$ cat src/rtl/decode_stage.sv
// RV32I decode stage: combinational decoder feeding a BUF_DEPTH-entry in-order buffer towards EX.
// Optional feature macro RV32M_EN: when defined, OP with funct7=0000001 decodes as multiply/divide.
module decode_stage #(
  parameter int unsigned DATA_WIDTH = 32,
  parameter int unsigned BUF_DEPTH  = 2
) (
  input  logic                  clk_i,
  input  logic                  rst_ni,
  input  logic                  instr_valid_i,
  input  logic [31:0]           instr_i,
  input  logic [DATA_WIDTH-1:0] instr_pc_i,
  output logic                  instr_ready_o,
  input  logic                  flush_i,
  input  logic                  ex_load_valid_i,
  input  logic [4:0]            ex_load_rd_i,
  input  logic                  ex_ready_i,
  output logic                  ex_valid_o,
  output logic [DATA_WIDTH-1:0] ex_pc_o,
  output logic [4:0]            ex_rs1_o,
  output logic [4:0]            ex_rs2_o,
  output logic [4:0]            ex_rd_o,
  output logic [31:0]           ex_imm_o,
  output logic [3:0]            ex_alu_op_o,
  output logic [3:0]            ex_mem_op_o,
  output logic                  ex_reg_write_o,
  output logic                  ex_mem_rd_en_o,
  output logic                  ex_mem_wr_en_o,
  output logic                  ex_branch_o,
  output logic                  ex_jump_o,
  output logic                  ex_md_en_o,
  output logic [2:0]            ex_md_op_o,
  output logic                  ex_illegal_o,
  output logic [7:0]            illegal_cnt_o
);

  localparam int unsigned PtrW = (BUF_DEPTH > 2) ? $clog2(BUF_DEPTH) : 1;
  localparam int unsigned CntW = PtrW + 1;

  localparam logic [6:0] OPC_LUI      = 7'b0110111;
  localparam logic [6:0] OPC_AUIPC    = 7'b0010111;
  localparam logic [6:0] OPC_JAL      = 7'b1101111;
  localparam logic [6:0] OPC_JALR     = 7'b1100111;
  localparam logic [6:0] OPC_BRANCH   = 7'b1100011;
  localparam logic [6:0] OPC_LOAD     = 7'b0000011;
  localparam logic [6:0] OPC_STORE    = 7'b0100011;
  localparam logic [6:0] OPC_OP_IMM   = 7'b0010011;
  localparam logic [6:0] OPC_OP       = 7'b0110011;
  localparam logic [6:0] OPC_MISC_MEM = 7'b0001111;
  localparam logic [6:0] OPC_SYSTEM   = 7'b1110011;

  localparam logic [3:0] ALU_ADD  = 4'd0;
  localparam logic [3:0] ALU_SUB  = 4'd1;
  localparam logic [3:0] ALU_SLL  = 4'd2;
  localparam logic [3:0] ALU_SLT  = 4'd3;
  localparam logic [3:0] ALU_SLTU = 4'd4;
  localparam logic [3:0] ALU_XOR  = 4'd5;
  localparam logic [3:0] ALU_SRL  = 4'd6;
  localparam logic [3:0] ALU_SRA  = 4'd7;
  localparam logic [3:0] ALU_OR   = 4'd8;
  localparam logic [3:0] ALU_AND  = 4'd9;
  localparam logic [3:0] ALU_LUI  = 4'd10;

  typedef struct packed {
    logic [DATA_WIDTH-1:0] pc;
    logic [4:0]            rs1;
    logic [4:0]            rs2;
    logic [4:0]            rd;
    logic [31:0]           imm;
    logic [3:0]            alu_op;
    logic [3:0]            mem_op;
    logic                  reg_write;
    logic                  mem_rd_en;
    logic                  mem_wr_en;
    logic                  branch;
    logic                  jump;
`ifdef RV32M_EN
    logic                  md_en;
    logic [2:0]            md_op;
`endif
    logic                  illegal;
  } entry_t;

  typedef enum logic [1:0] {ST_EMPTY, ST_PARTIAL, ST_FULL} state_e;

  function automatic logic [3:0] alu_from_f3(input logic [2:0] f3, input logic alt);
    logic [3:0] op;
    case (f3)
      3'b000:  op = alt ? ALU_SUB : ALU_ADD;
      3'b001:  op = ALU_SLL;
      3'b010:  op = ALU_SLT;
      3'b011:  op = ALU_SLTU;
      3'b100:  op = ALU_XOR;
      3'b101:  op = alt ? ALU_SRA : ALU_SRL;
      3'b110:  op = ALU_OR;
      default: op = ALU_AND;
    endcase
    return op;
  endfunction

  logic [6:0]  opcode;
  logic [2:0]  funct3;
  logic [6:0]  funct7;
  logic [4:0]  rs1, rs2, rd;
  logic [31:0] imm_i, imm_s, imm_b, imm_u, imm_j;
  logic        sys_ok;
  logic        rs1_used, rs2_used, hazard;
  entry_t      dec;

  assign opcode = instr_i[6:0];
  assign funct3 = instr_i[14:12];
  assign funct7 = instr_i[31:25];
  assign rd     = instr_i[11:7];
  assign rs1    = instr_i[19:15];
  assign rs2    = instr_i[24:20];
  assign imm_i  = {{20{instr_i[31]}}, instr_i[31:20]};
  assign imm_s  = {{20{instr_i[31]}}, instr_i[31:25], instr_i[11:7]};
  assign imm_b  = {{19{instr_i[31]}}, instr_i[31], instr_i[7], instr_i[30:25], instr_i[11:8], 1'b0};
  assign imm_u  = {instr_i[31:12], 12'b0};
  assign imm_j  = {{11{instr_i[31]}}, instr_i[31], instr_i[19:12], instr_i[20], instr_i[30:21], 1'b0};
  // ECALL, EBREAK, WFI, MRET
  assign sys_ok = instr_i[31:20] inside {12'h000, 12'h001, 12'h105, 12'h302};

  // Instruction decoder
  always_comb begin
    dec        = '0;
    dec.pc     = instr_pc_i;
    dec.rs1    = rs1;
    dec.rs2    = rs2;
    dec.rd     = rd;
    dec.alu_op = ALU_ADD;
    rs1_used   = 1'b0;
    rs2_used   = 1'b0;
    case (opcode)
      OPC_LUI: begin
        dec.reg_write = 1'b1;
        dec.imm       = imm_u;
        dec.alu_op    = ALU_LUI;
      end
      OPC_AUIPC: begin
        dec.reg_write = 1'b1;
        dec.imm       = imm_u;
      end
      OPC_JAL: begin
        dec.reg_write = 1'b1;
        dec.jump      = 1'b1;
        dec.imm       = imm_j;
      end
      OPC_JALR: begin
        dec.reg_write = 1'b1;
        dec.jump      = 1'b1;
        dec.imm       = imm_i;
        dec.illegal   = (funct3 != 3'b000);
        rs1_used      = 1'b1;
      end
      OPC_BRANCH: begin
        dec.branch = 1'b1;
        dec.imm    = imm_b;
        rs1_used   = 1'b1;
        rs2_used   = 1'b1;
        case (funct3[2:1])
          2'b10:   dec.alu_op = ALU_SLT;
          2'b11:   dec.alu_op = ALU_SLTU;
          default: dec.alu_op = ALU_SUB;
        endcase
      end
      OPC_LOAD: begin
        dec.reg_write = 1'b1;
        dec.mem_rd_en = 1'b1;
        dec.imm       = imm_i;
        dec.mem_op    = {1'b1, funct3};
        rs1_used      = 1'b1;
      end
      OPC_STORE: begin
        dec.mem_wr_en = 1'b1;
        dec.imm       = imm_s;
        dec.mem_op    = {1'b1, funct3};
        dec.illegal   = funct3[2] || (funct3 == 3'b011);
        rs1_used      = 1'b1;
        rs2_used      = 1'b1;
      end
      OPC_OP_IMM: begin
        dec.reg_write = 1'b1;
        dec.imm       = imm_i;
        dec.alu_op    = alu_from_f3(funct3, (funct3 == 3'b101) && instr_i[30]);
        rs1_used      = 1'b1;
      end
      OPC_OP: begin
        rs1_used = 1'b1;
        rs2_used = 1'b1;
        if (funct7 == 7'b0000001) begin
`ifdef RV32M_EN
          dec.md_en     = 1'b1;
          dec.md_op     = funct3;
          dec.reg_write = 1'b1;
`else
          dec.illegal   = 1'b1;
`endif
        end else begin
          dec.reg_write = 1'b1;
          dec.alu_op    = alu_from_f3(funct3, instr_i[30]);
        end
      end
      OPC_MISC_MEM: begin
      end
      OPC_SYSTEM: begin
        dec.imm = imm_i;
        if (funct3 == 3'b000) begin
          dec.illegal = !sys_ok || (rs1 != 5'd0) || (rd != 5'd0);
        end else if (funct3 == 3'b100) begin
          dec.illegal = 1'b1;
        end else begin
          dec.reg_write = 1'b1;
        end
      end
      default: dec.illegal = 1'b1;
    endcase
    // Illegal entries still travel to EX but must have no architectural side effects
    if (dec.illegal) begin
      dec.reg_write = 1'b0;
      dec.mem_rd_en = 1'b0;
      dec.mem_wr_en = 1'b0;
    end
    if (rd == 5'd0) dec.reg_write = 1'b0;
  end

  assign hazard = ex_load_valid_i && (ex_load_rd_i != 5'd0) &&
                  ((rs1_used && (ex_load_rd_i == rs1)) || (rs2_used && (ex_load_rd_i == rs2)));

  state_e          state_q, state_d;
  logic [CntW-1:0] count_q, count_d;
  logic [PtrW-1:0] wr_ptr_q, wr_ptr_d, rd_ptr_q, rd_ptr_d;
  logic [7:0]      ill_cnt_q, ill_cnt_d;
  entry_t          mem_q [BUF_DEPTH];
  entry_t          head;
  logic            push, pop;

  // Ready depends only on registered occupancy, never on ex_ready_i
  assign instr_ready_o = (state_q != ST_FULL) && !hazard && !flush_i;
  assign push          = instr_valid_i && instr_ready_o;
  assign pop           = ex_valid_o && ex_ready_i;

  // Occupancy FSM next-state
  always_comb begin
    state_d   = state_q;
    count_d   = count_q;
    wr_ptr_d  = wr_ptr_q;
    rd_ptr_d  = rd_ptr_q;
    ill_cnt_d = ill_cnt_q;
    if (push && dec.illegal && (ill_cnt_q != 8'hFF)) ill_cnt_d = ill_cnt_q + 8'd1;
    if (flush_i) begin
      state_d  = ST_EMPTY;
      count_d  = '0;
      wr_ptr_d = '0;
      rd_ptr_d = '0;
    end else begin
      if (push) wr_ptr_d = wr_ptr_q + PtrW'(1);
      if (pop)  rd_ptr_d = rd_ptr_q + PtrW'(1);
      if (push && !pop)      count_d = count_q + CntW'(1);
      else if (pop && !push) count_d = count_q - CntW'(1);
      if (count_d == '0)                  state_d = ST_EMPTY;
      else if (count_d == CntW'(BUF_DEPTH)) state_d = ST_FULL;
      else                                state_d = ST_PARTIAL;
    end
  end

  always_ff @(posedge clk_i or negedge rst_ni) begin
    if (!rst_ni) begin
      state_q   <= ST_EMPTY;
      count_q   <= '0;
      wr_ptr_q  <= '0;
      rd_ptr_q  <= '0;
      ill_cnt_q <= '0;
      for (int unsigned i = 0; i < BUF_DEPTH; i++) mem_q[i] <= '0;
    end else begin
      state_q   <= state_d;
      count_q   <= count_d;
      wr_ptr_q  <= wr_ptr_d;
      rd_ptr_q  <= rd_ptr_d;
      ill_cnt_q <= ill_cnt_d;
      if (push) mem_q[wr_ptr_q] <= dec;
    end
  end

  assign head           = mem_q[rd_ptr_q];
  assign ex_valid_o     = (state_q != ST_EMPTY);
  assign ex_pc_o        = head.pc;
  assign ex_rs1_o       = head.rs1;
  assign ex_rs2_o       = head.rs2;
  assign ex_rd_o        = head.rd;
  assign ex_imm_o       = head.imm;
  assign ex_alu_op_o    = head.alu_op;
  assign ex_mem_op_o    = head.mem_op;
  assign ex_reg_write_o = head.reg_write;
  assign ex_mem_rd_en_o = head.mem_rd_en;
  assign ex_mem_wr_en_o = head.mem_wr_en;
  assign ex_branch_o    = head.branch;
  assign ex_jump_o      = head.jump;
  assign ex_illegal_o   = head.illegal;
  assign illegal_cnt_o  = ill_cnt_q;
`ifdef RV32M_EN
  assign ex_md_en_o     = head.md_en;
  assign ex_md_op_o     = head.md_op;
`else
  assign ex_md_en_o     = 1'b0;
  assign ex_md_op_o     = 3'b000;
`endif

endmodule

$ cat config.mk
export PLATFORM = sky130hd
export DESIGN_NAME = decode_stage
export DESIGN_NICKNAME = d
export VERILOG_FILES = /design/src/rtl/decode_stage.sv
export SDC_FILE = /design/constraint.sdc
export NUM_CORES = 1
export LEC_CHECK = 0
export ABC_AREA = 1
export BUFFER_PORTS_ARGS = -buffer_cell sky130_fd_sc_hd__buf_2
export CAP_MARGIN = 20
export CORE_MARGIN = 2
export CORE_UTILIZATION = 56
export CTS_CLUSTER_SIZE = 20
export DETAILED_ROUTE_END_ITERATION = 7
export GPL_TIMING_DRIVEN = 0
export PLACE_DENSITY_LB_ADDON = 0.08
export SKIP_CTS_REPAIR_TIMING = 1
export SYNTH_ARGS = -nofsm -noshare
export SYNTH_HDL_FRONTEND = slang
export SYNTH_SLANG_ARGS = --single-unit
$ cat constraint.sdc
create_clock -name clk_i -period 1.9 [get_ports clk_i]
set_clock_uncertainty 0.1 [all_clocks]
set_input_delay 0.38 -clock clk_i [delete_from_list [all_inputs] [get_ports clk_i]]
set_output_delay 0.38 -clock clk_i [all_outputs]
set_load 0.03 [all_outputs]
==> results by group, run 1 <==
Status
  – Status: finished with violations
  – Failing checks: negative setup slack

Synthesis
  – Synth warnings: 0
  – Cell with the most instances after synthesis: nand2_1
  – Fraction of synthesized area in multiplexers: 0%
  – Leading register cell type out of synthesis: dfrtp_1
  – Post-Syn Area: 9610 um^2
  – Post-Synth XOR/XNOR Area: 1.18%
  – Synth area leaders: dfrtp_1 (52%), nand2_1 (21%), o21ai_1 (5.9%), o21ai_0 (5.0%), inv_1 (4.8%)
  – Avg Inst Size Synth: 7.53 um^2
  – Number of flops mapped to enable cells by yosys: 0
  – Sequential-to-total area share from yosys stat: 51.8%
  – Post-Synth Simple-Gate Area: 26.5%
  – Compound-Gate Fraction of Synth Area: 11.9%
  – Post-synth ARST share: 100%
  – Yosys reg bits: 199
  – Adder-cell share of the synthesized area: 0.130%
  – Synth area leader: dfrtp_1
  – Largest family of logic cells by synthesized area: simple AND/OR/NAND/NOR gates
  – Yosys top cell area share: 51.8%
  – Synth top cells by count: nand2_1 (549), dfrtp_1 (199), inv_1 (122)
  – Netlist cell types: 35
  – Post-Synthesis Cells: 1277

Min path
  – Hold Path Depth: 2
  – Hold/Removal Path Class: in2reg

Global routing
  – First-pass GRT wire length: 42.8 mm
  – Initial antenna violation count: 0
  – Grt ovf: 0
  – Largest net degree at the start of global routing: 110
  – Number of global-route vias before repair: 8429
  – GR Util All Layers: 30.0%

Clock tree
  – Total CTS buffers: 17
  – Insertion delay to the later sink of the worst-skew pair: 0.43 ns
  – Clock buffer depth: 2
  – CTS tree: built
  – Total number of H-tree levels: 4
  – Root Buffer: clkbuf_16
  – Worst-path clk slew: 0.07 ns
  – Clk sink count: 199

Placed design
  – Final GP Congestion: 0.941
  – # port buffers: 175
  – Hpwl dp: 19.3 mm
  – Place WS: -0.803 ns

STA
  – Fin crit share: 115%
  – Slew Limit Fails: 0
  – Fmax: 457 MHz
  – Final min period: 2.19 ns
  – RSZ-0062 raised after global routing: yes
  – Hold_ws: 0.0574 ns
  – Worst-margin pin slew: 0.741 ns
  – Final hold violations: 0
  – Max-slew headroom: 50.6%
  – Setup ws final: -0.290 ns
  – Final Setup Violations: 156

Critical path
  – CP Launch Type: flip-flop
  – Crit-path max FO: 8
  – CP endpoint kind: output port
  – Arr. time, crit path: 1.71 ns
  – Critical Path RT: 1.42 ns
  – CP Class: reg2out
  – Reg2reg path depth: 9

Routing
  – DR vias: 9615
  – WL per Instance: 17.7 um
  – # DRC: 0
  – Pre-antenna DRT Iters: 7
  – Antenna viol nets, final: 0
  – Drt first-iter violations: 755
  – Vias per cell: 5.54
  – Routed WL: 30.7 mm

Cells and area
  – Final Util: 81.3%
  – Share of cells above drive strength 1: 33.6%
  – Area Overhead vs Synth: 41.2%
  – # diodes: 0
  – Fillers: 1061
  – Final net count: 1579

Floorplan
  – Initial Util: 57.6%
  – Area of the die: 18200 um^2
  – Die Wd: 135 um
  – Row count: 47
  – Core ar.: 16700 um^2
  – Die Y: 135 um
  – I/O pins: 182

Job
  – Max cap viols: 0

Power
  – PwrDens: 1000 nW/um^2
  – P_leak: 7.04 nW
  – Maximum vdd drop: 670 uV
==> layer usage <==
| layer | GRT usage, % | wire length, um | vias up | share of wire [%] |
|---|---|---|---|---|
| met5 | 0 | 0 | - | 0 |
| met4 | 11.0 | 1140 | 0 | 3.7 |
| met3 | 4.88 | 2510 | 97 | 8.2 |
| met2 | 47.3 | 14800 | 467 | 48 |
| met1 | 42.4 | 12200 | 4597 | 40 |
| li1 | - | - | 4454 | - |
==> stage by stage <==
step	total power [mW]	std cells	cell area [um^2]	setup TNS (ns)
after floorplan	7.81	1280	9770	-4.40
after global placement	8.82	1675	10900	-758.66
after detailed placement	8.91	1676	11000	-173.02
after CTS	12.3	1708	11500	-133.27
after global routing	14.2	1736	13600	-32.44
final	13.6	1736	13600	-21.43
==> worst paths after layout <==
path / to / slack (ns) / from
worst max-delay path: ex_illegal_o / -0.29 / rd_ptr_q
worst min-delay path: state_q[0] / 0.06 / flush_i
worst max register to register: mem_q[87] / 0.03 / state_q[0]
worst min register to register: mem_q[40] / 0.38 / mem_q[40]
max in group asynchronous: rd_ptr_q / 0.20 / rst_ni
min in group asynchronous: mem_q[70] / 0.44 / rst_ni
==> registers in the layout (all words and copies together), names as in the netlist <==
name	count
wr_ptr_q	1
mem_q	186
illegal_cnt_o	8
rd_ptr_q	1
count_q	1
state_q	2
==> cell families after synthesis <==
logic type	after synthesis
AO/OA/AOI/OAI	225
XOR/XNOR	13
adder cells (fa/ha/maj)	1
buffers and inverters	196
flip-flops	199
other	1
AND/OR/NAND/NOR	642
==> report_power, final <==
part / internal [mW] / leakage (nW) / switching [mW]
combinational: 1.83 / 4.16 / 2.69
clock: 1.84 / 0.265 / 1.64
sequential: 5.02 / 2.62 / 0.564
total: 8.69 / 7.04 / 4.89
==> cell type report <==
| type | instances | area (um^2) | area share [%] |
|---|---|---|---|
| plain buffers | 66 | 681 | 5.01 |
| flip-flops and latches | 199 | 4980 | 36.7 |
| repair inverters | 1 | 6.26 | 0.0461 |
| clock buffers | 21 | 450 | 3.32 |
| multi-input cells | 885 | 4660 | 34.3 |
| inverters | 129 | 517 | 3.81 |
| repair buffers | 204 | 1900 | 14.0 |
| well taps | 220 | 275 | 2.03 |
| clock inverters | 11 | 97.6 | 0.719 |
==> critical path, cell delays in order, from the launching register on <==
cell and delay (ns):
dfrtp_4 0.59, clkbuf_16 0.22, o21ai_1 0.24, buf_4 0.21
==> layout by cell type (no fill, tap or decap), drive strengths merged, types with 7 or more instances in the layout <==
cell type / netlist / final
o21ai: 209 / 209
nand2: 551 / 551
nor3: 8 / 8
inv: 129 / 129
clkbuf: 34 / 53
xor2: 7 / 7
nand4: 9 / 9
nand3: 27 / 27
dfrtp: 199 / 199
buf: 33 / 237
nor2: 39 / 39
(Power assumes the default switching activity.)
==> inputs of run 2 (changes only) <==
--- a/config.mk
+++ b/config.mk
@@ -8,7 +8,7 @@
 export ABC_AREA = 1
 export BUFFER_PORTS_ARGS = -buffer_cell sky130_fd_sc_hd__buf_2
 export CAP_MARGIN = 20
-export CORE_MARGIN = 2
+export CORE_MARGIN = 3
 export CORE_UTILIZATION = 56
 export CTS_CLUSTER_SIZE = 20
 export DETAILED_ROUTE_END_ITERATION = 7
==> run 2 against run 1 <==
The run still ends with negative setup slack left. Flip-flop and latch count is the same. Non-clock buffer count down 23. Clock power is 5% higher. Power decreased by 3.4%. Largest cell class unchanged. Wire length decreased by 9.0%. Sequential share of layout area is 3.9 points higher. Maximum frequency grew 1.7%. Count of clock-buffer cells in the layout down 1. Global-route usage decreased by 0.59 points. Largest power group unchanged. Register-to-register slack gained 0.02 ns.
==> results by group, run 2 (same netlist as run 1, synthesis figures left out) <==
Status
  – Status: finished with violations
  – Failing checks: negative setup slack

STA
  – Max-slew headroom: 57.0%
  – Slew Limit Fails: 0
  – Setup ws final: -0.254 ns
  – RSZ-0062 raised after global routing: yes
  – Worst-margin pin slew: 0.645 ns
  – Hold_ws: 0.0815 ns
  – Setup TNS: -25.32 ns
  – Final min period: 2.15 ns
  – Fmax: 464 MHz
  – Final Setup Violations: 224
  – Final hold violations: 0
  – Fin crit share: 113%

Power
  – Power Total: 13.1 mW
  – P_leak: 6.55 nW
  – PwrDens: 1070 nW/um^2
  – Maximum vdd drop: 656 uV

Clock tree
  – Total CTS buffers: 17
  – Total number of H-tree levels: 4
  – Insertion delay to the later sink of the worst-skew pair: 0.44 ns
  – Worst-path clk slew: 0.07 ns
  – Clk sink count: 199
  – Root Buffer: clkbuf_16
  – CTS tree: built
  – Clock buffer depth: 2

Routing
  – Routed WL: 27.9 mm
  – Antenna viol nets, final: 0
  – WL per Instance: 16.3 um
  – DR vias: 9102
  – Drt first-iter violations: 695
  – Vias per cell: 5.31
  – Pre-antenna DRT Iters: 5
  – # DRC: 0

Global routing
  – Largest net degree at the start of global routing: 124
  – Grt ovf: 0
  – Number of global-route vias before repair: 8660
  – GR Util All Layers: 29.4%
  – First-pass GRT wire length: 43.2 mm
  – Initial antenna violation count: 2

Critical path
  – CP cell instances: buf_12 > o21ai_0 > buf_2
  – Critical Path RT: 1.42 ns
  – Arr. time, crit path: 1.67 ns
  – Worst path bufs/invs: 2
  – Worst path slowest cell: dfrtp_2
  – CP endpoint kind: output port
  – Max stage delay on crit path: 0.50 ns
  – CP Launch Type: flip-flop
  – CP Class: reg2out
  – Crit path max-delay family: flip-flops
  – Crit-path max FO: 10

Placed design
  – Placed insts: 1676
  – Hpwl dp: 19.9 mm
  – Place WS: -0.815 ns
  – # port buffers: 175
  – Final GP Congestion: 0.937

Cells and area
  – Fillers: 1358
  – Most flops, register: mem_q
  – Final net count: 1555
  – Share of cells above drive strength 1: 21.4%
  – Largest register FFs: 186
  – Commonest non-fill, non-tap cell in the layout: nand2_1
  – Multi-input gate area: 3980 um^2
  – Filler-free cell count of the finished design: 1714
  – Area Overhead vs Synth: 27.6%
  – Most frequent cells in the layout: nand2_1 (542), dfrtp_1 (198), o21ai_1 (123)
  – Register Area: 4980 um^2

Floorplan
  – Core ar.: 16700 um^2
  – I/O pins: 182
  – Initial Util: 57.6%
  – Die Y: 137 um
  – Die Wd: 137 um
  – Row count: 47
  – Area of the die: 18800 um^2

Job
  – Max cap viols: 0

Min path
  – Hold/Removal Path Class: in2reg
[run 2: cell types whose count changed in the layout (fill, tap and decap cells not counted), sizes merged]
cell and delta:
bufinv +1, diode +2, clkinvlp -2, inv +3, clkinv -2, buf -9
clkbuf -15
[run 2: path summary, 6_finish.rpt]
check                            from        endpoint  slack [ns]  cells past startpoint
min in group asynchronous      rst_ni       mem_q[65]        0.40                      2
max in group asynchronous      rst_ni       mem_q[25]        0.28                      3
min                           flush_i      state_q[0]        0.08                      2
min reg2reg                 mem_q[40]       mem_q[40]        0.37                      2
max                          rd_ptr_q  ex_mem_wr_en_o       -0.25                      3
max reg2reg                state_q[0]       mem_q[89]        0.05                      9
[run 2: cell type report]
| cell class | count | share of cell area (%) |
|---|---|---|
| Buffer | 66 | 4.52 |
| Multi-Input combinational cell | 885 | 32.5 |
| Tap cell | 220 | 2.24 |
| Antenna cell | 2 | 0.0408 |
| Clock inverter | 12 | 1.16 |
| Clock buffer | 20 | 3.72 |
| Timing Repair Buffer | 181 | 11.1 |
| Sequential cell | 199 | 40.6 |
| Inverter | 129 | 4.09 |
[run 2: metal layers]
layer / vias to the layer above / global-route usage (%) / wire length, um
met5: - / 0 / 0
met4: 0 / 9.70 / 616
met3: 45 / 4.52 / 2080
met2: 351 / 47.7 / 13300
met1: 4314 / 40.8 / 11900
li1: 4392 / - / -
[run 2: power breakdown]
part           internal (mW)  total [mW]  switching [mW]
clock                   2.03        3.66            1.63
combinational           1.51        3.98            2.47
sequential              5.02        5.48           0.457
[run 2: per-stage QoR]
step                      area [um^2]  util (%)
after floorplan                  9770         -
after global placement          10900      65.4
after detailed placement        11000      65.6
final                           12300      73.4
after global routing            12300      73.4
after CTS                       11600      69.2
==> inputs of run 3 (changes only) <==
--- a/config.mk
+++ b/config.mk
@@ -5,11 +5,11 @@
 export SDC_FILE = /design/constraint.sdc
 export NUM_CORES = 1
 export LEC_CHECK = 0
-export ABC_AREA = 1
 export BUFFER_PORTS_ARGS = -buffer_cell sky130_fd_sc_hd__buf_2
 export CAP_MARGIN = 20
 export CORE_MARGIN = 3
 export CORE_UTILIZATION = 56
+export CTS_CLUSTER_DIAMETER = 40
 export CTS_CLUSTER_SIZE = 20
 export DETAILED_ROUTE_END_ITERATION = 7
 export GPL_TIMING_DRIVEN = 0
==> run 3 against run 2 <==
The run still ends with negative setup slack left. Critical path depth grew 7. Clock power is essentially flat. Synthesized cell count shrank 20%. Via count decreased by 10%. Cell count shrank 14%. Highest routed layer unchanged. Die area about the same. Register-to-register slack worse by 0.39 ns. Count of clock-buffer cells in the layout is 1 higher. Worst hold slack got worse by 0.030 ns. Utilization grew 0.75 points.
==> results by group, run 3 <==
Status
  – Status: finished with violations
  – Failing checks: negative setup slack

Routing
  – Vias per cell: 5.55
  – Routed WL: 27.7 mm
  – # DRC: 0
  – WL per Instance: 18.8 um
  – Antenna viol nets, final: 0
  – Pre-antenna DRT Iters: 5
  – Drt first-iter violations: 643
  – DR vias: 8176

Global routing
  – Number of global-route vias before repair: 7742
  – GR Util All Layers: 28.1%
  – GR peak layer: met2
  – First-pass GRT wire length: 40.8 mm
  – Initial antenna violation count: 0
  – Grt ovf: 0
  – Met2 usage: 45.5%
  – Met1 Usage GRT: 38.8%
  – Met3 usage: 4.67%
  – Largest net degree at the start of global routing: 110

Floorplan
  – Row count: 47
  – Core ar.: 16700 um^2
  – Initial Util: 57.6%
  – Die Wd: 137 um
  – Area of the die: 18800 um^2
  – Die Y: 137 um
  – I/O pins: 182

Placed design
  – # port buffers: 173
  – Hpwl dp: 18.3 mm
  – Final GP Congestion: 0.885
  – Place WS: -1.23 ns

Critical path
  – Arr. time, crit path: 2.54 ns
  – CP Launch Type: primary input
  – CP Class: in2reg
  – Worst path slowest cell: or4_4
  – CP endpoint kind: flip-flop
  – Crit-path max FO: 6
  – CP cell instances: buf_2 > or4_4 > o21ai_4 > o31ai_4 > nor3b_2 > buf_4 > and2_4 > buf_8 > clkbuf_16 > mux2_4
  – Max stage delay on crit path: 0.50 ns
  – Critical Path RT: 2.12 ns

Cells and area
  – Largest register FFs: 186
  – Share of cells above drive strength 1: 36.2%
  – Area Overhead vs Synth: 28.8%
  – Multi-input gate area: 4550 um^2
  – Most frequent cells in the layout: nand2_1 (373), dfrtp_1 (198), buf_2 (176)
  – Fillers: 1248
  – Register Area: 4980 um^2
  – Commonest non-fill, non-tap cell in the layout: nand2_1
  – Final net count: 1317
  – # diodes: 0
  – Most flops, register: mem_q

Power
  – Power Total: 12.6 mW
  – PwrDens: 1010 nW/um^2
  – P_leak: 6.36 nW
  – Maximum vdd drop: 697 uV

Job
  – Max cap viols: 0

Synthesis
  – Leading register cell type out of synthesis: dfrtp_1
  – Sequential-to-total area share from yosys stat: 51.8%
  – Synth top cells by count: nand2_1 (402), dfrtp_1 (199), mux2_2 (107)
  – Yosys reg bits: 199
  – Synth warnings: 0
  – Avg Inst Size Synth: 9.41 um^2
  – Cell with the most instances after synthesis: nand2_1
  – Yosys top cell area share: 51.8%
  – Post-Syn Area: 9620 um^2
  – Synth area leaders: dfrtp_1 (52%), nand2_1 (16%), mux2_2 (13%), o21ai_0 (2.9%), buf_4 (1.6%)
  – Post-synth ARST share: 100%
  – Post-Synthesis Cells: 1022
  – Netlist cell types: 56
  – Synth area leader: dfrtp_1
  – Number of flops mapped to enable cells by yosys: 0

STA
  – Fmax: 432 MHz
  – Slew Limit Fails: 0
  – Worst-margin pin slew: 0.699 ns
  – Final min period: 2.31 ns
  – Setup ws final: -0.415 ns
  – Final hold violations: 0
  – Max-slew headroom: 53.1%
  – Fin crit share: 122%
  – Hold_ws: 0.0511 ns
  – RSZ-0062 raised after global routing: yes
  – Final Setup Violations: 292

Clock tree
  – Worst-path clk slew: 0.07 ns
  – Clock buffer depth: 2
  – CTS tree: built
  – Clk sink count: 199
  – Insertion delay to the later sink of the worst-skew pair: 0.43 ns
  – Total CTS buffers: 17
  – Total number of H-tree levels: 4
  – Root Buffer: clkbuf_16

Min path
  – Hold/Removal Path Class: in2reg
[run 3: cell types whose count changed after synthesis, sizes merged, moves of 7 or more]
cell / previous run / this run
nor2: 39 / 24
mux2: 0 / 121
nand3: 27 / 12
and2: 0 / 8
o21ai: 209 / 56
nand2: 551 / 402
a21oi: 6 / 28
inv: 129 / 5
and3: 0 / 7
xnor2: 6 / 17
[run 3: cells by family (layout without fill, tap and decap cells)]
logic type | count (synthesis) | after routing | synth area share (%)
and+or+nand+nor | 493 | 493 | 21.2
DFF | 199 | 199 | 51.8
AOI/OAI and AO/OA | 113 | 113 | 6.84
adders and majority gates | 1 | 1 | 0.130
muxes | 121 | 121 | 14.2
other | 1 | 4 | 0.0390
buffers and inverters | 73 | 301 | 3.88
xor gates and xnor gates | 21 | 21 | 1.91
[run 3: final cells by class]
cell class              instances  area share (%)
inverters                       5           0.152
well taps                     220            2.22
repair buffers                197            10.5
multi-input cells             753            36.7
clock buffers                  21            3.56
flip-flops and latches        199            40.2
clock inverters                10            1.17
plain buffers                  68            5.53
[run 3: worst paths after layout]
kind                                  from    endpoint  slack [ns]  cells after the start
max                        ex_load_rd_i[3]   mem_q[24]       -0.41                     10
min                          instr_pc_i[0]   mem_q[61]        0.05                      3
max reg2reg                     state_q[0]   mem_q[24]       -0.34                      9
min reg2reg                      mem_q[64]   mem_q[64]        0.37                      2
max in group asynchronous           rst_ni  mem_q[118]        0.28                      3
min in group asynchronous           rst_ni   mem_q[69]        0.43                      2
[run 3: critical path: cells and delay by family]
| kind | cells | cell delay (ns) |
|---|---|---|
| AO/OA/AOI/OAI | 2 | 0.29 |
| buffers and inverters | 4 | 0.64 |
| multiplexers | 1 | 0.29 |
| AND/OR/NAND/NOR | 3 | 0.94 |
[run 3: stage by stage]
stage | instance area (um^2) | setup TNS, ns | util, % | std cells
finish | 12400 | -85.79 | 74.2 | 1473
global route | 12400 | -101.19 | 74.2 | 1473
CTS | 11600 | -177.08 | 69.3 | 1451
detailed placement | 11000 | -222.29 | 65.8 | 1420
global placement | 10900 | -793.54 | 65.5 | 1418
floorplan | 9810 | -64.65 | - | 1025
[run 3: metal layers]
layer | wire length (um) | vias up
met4 | 803 | 0
li1 | - | 3820
met2 | 13300 | 330
met1 | 11900 | 3963
met3 | 1730 | 63
met5 | 0 | -
[run 3: power by group]
part	internal (mW)	switching [mW]
clock	2.08	1.61
sequential	4.95	0.423
combinational	1.36	2.13
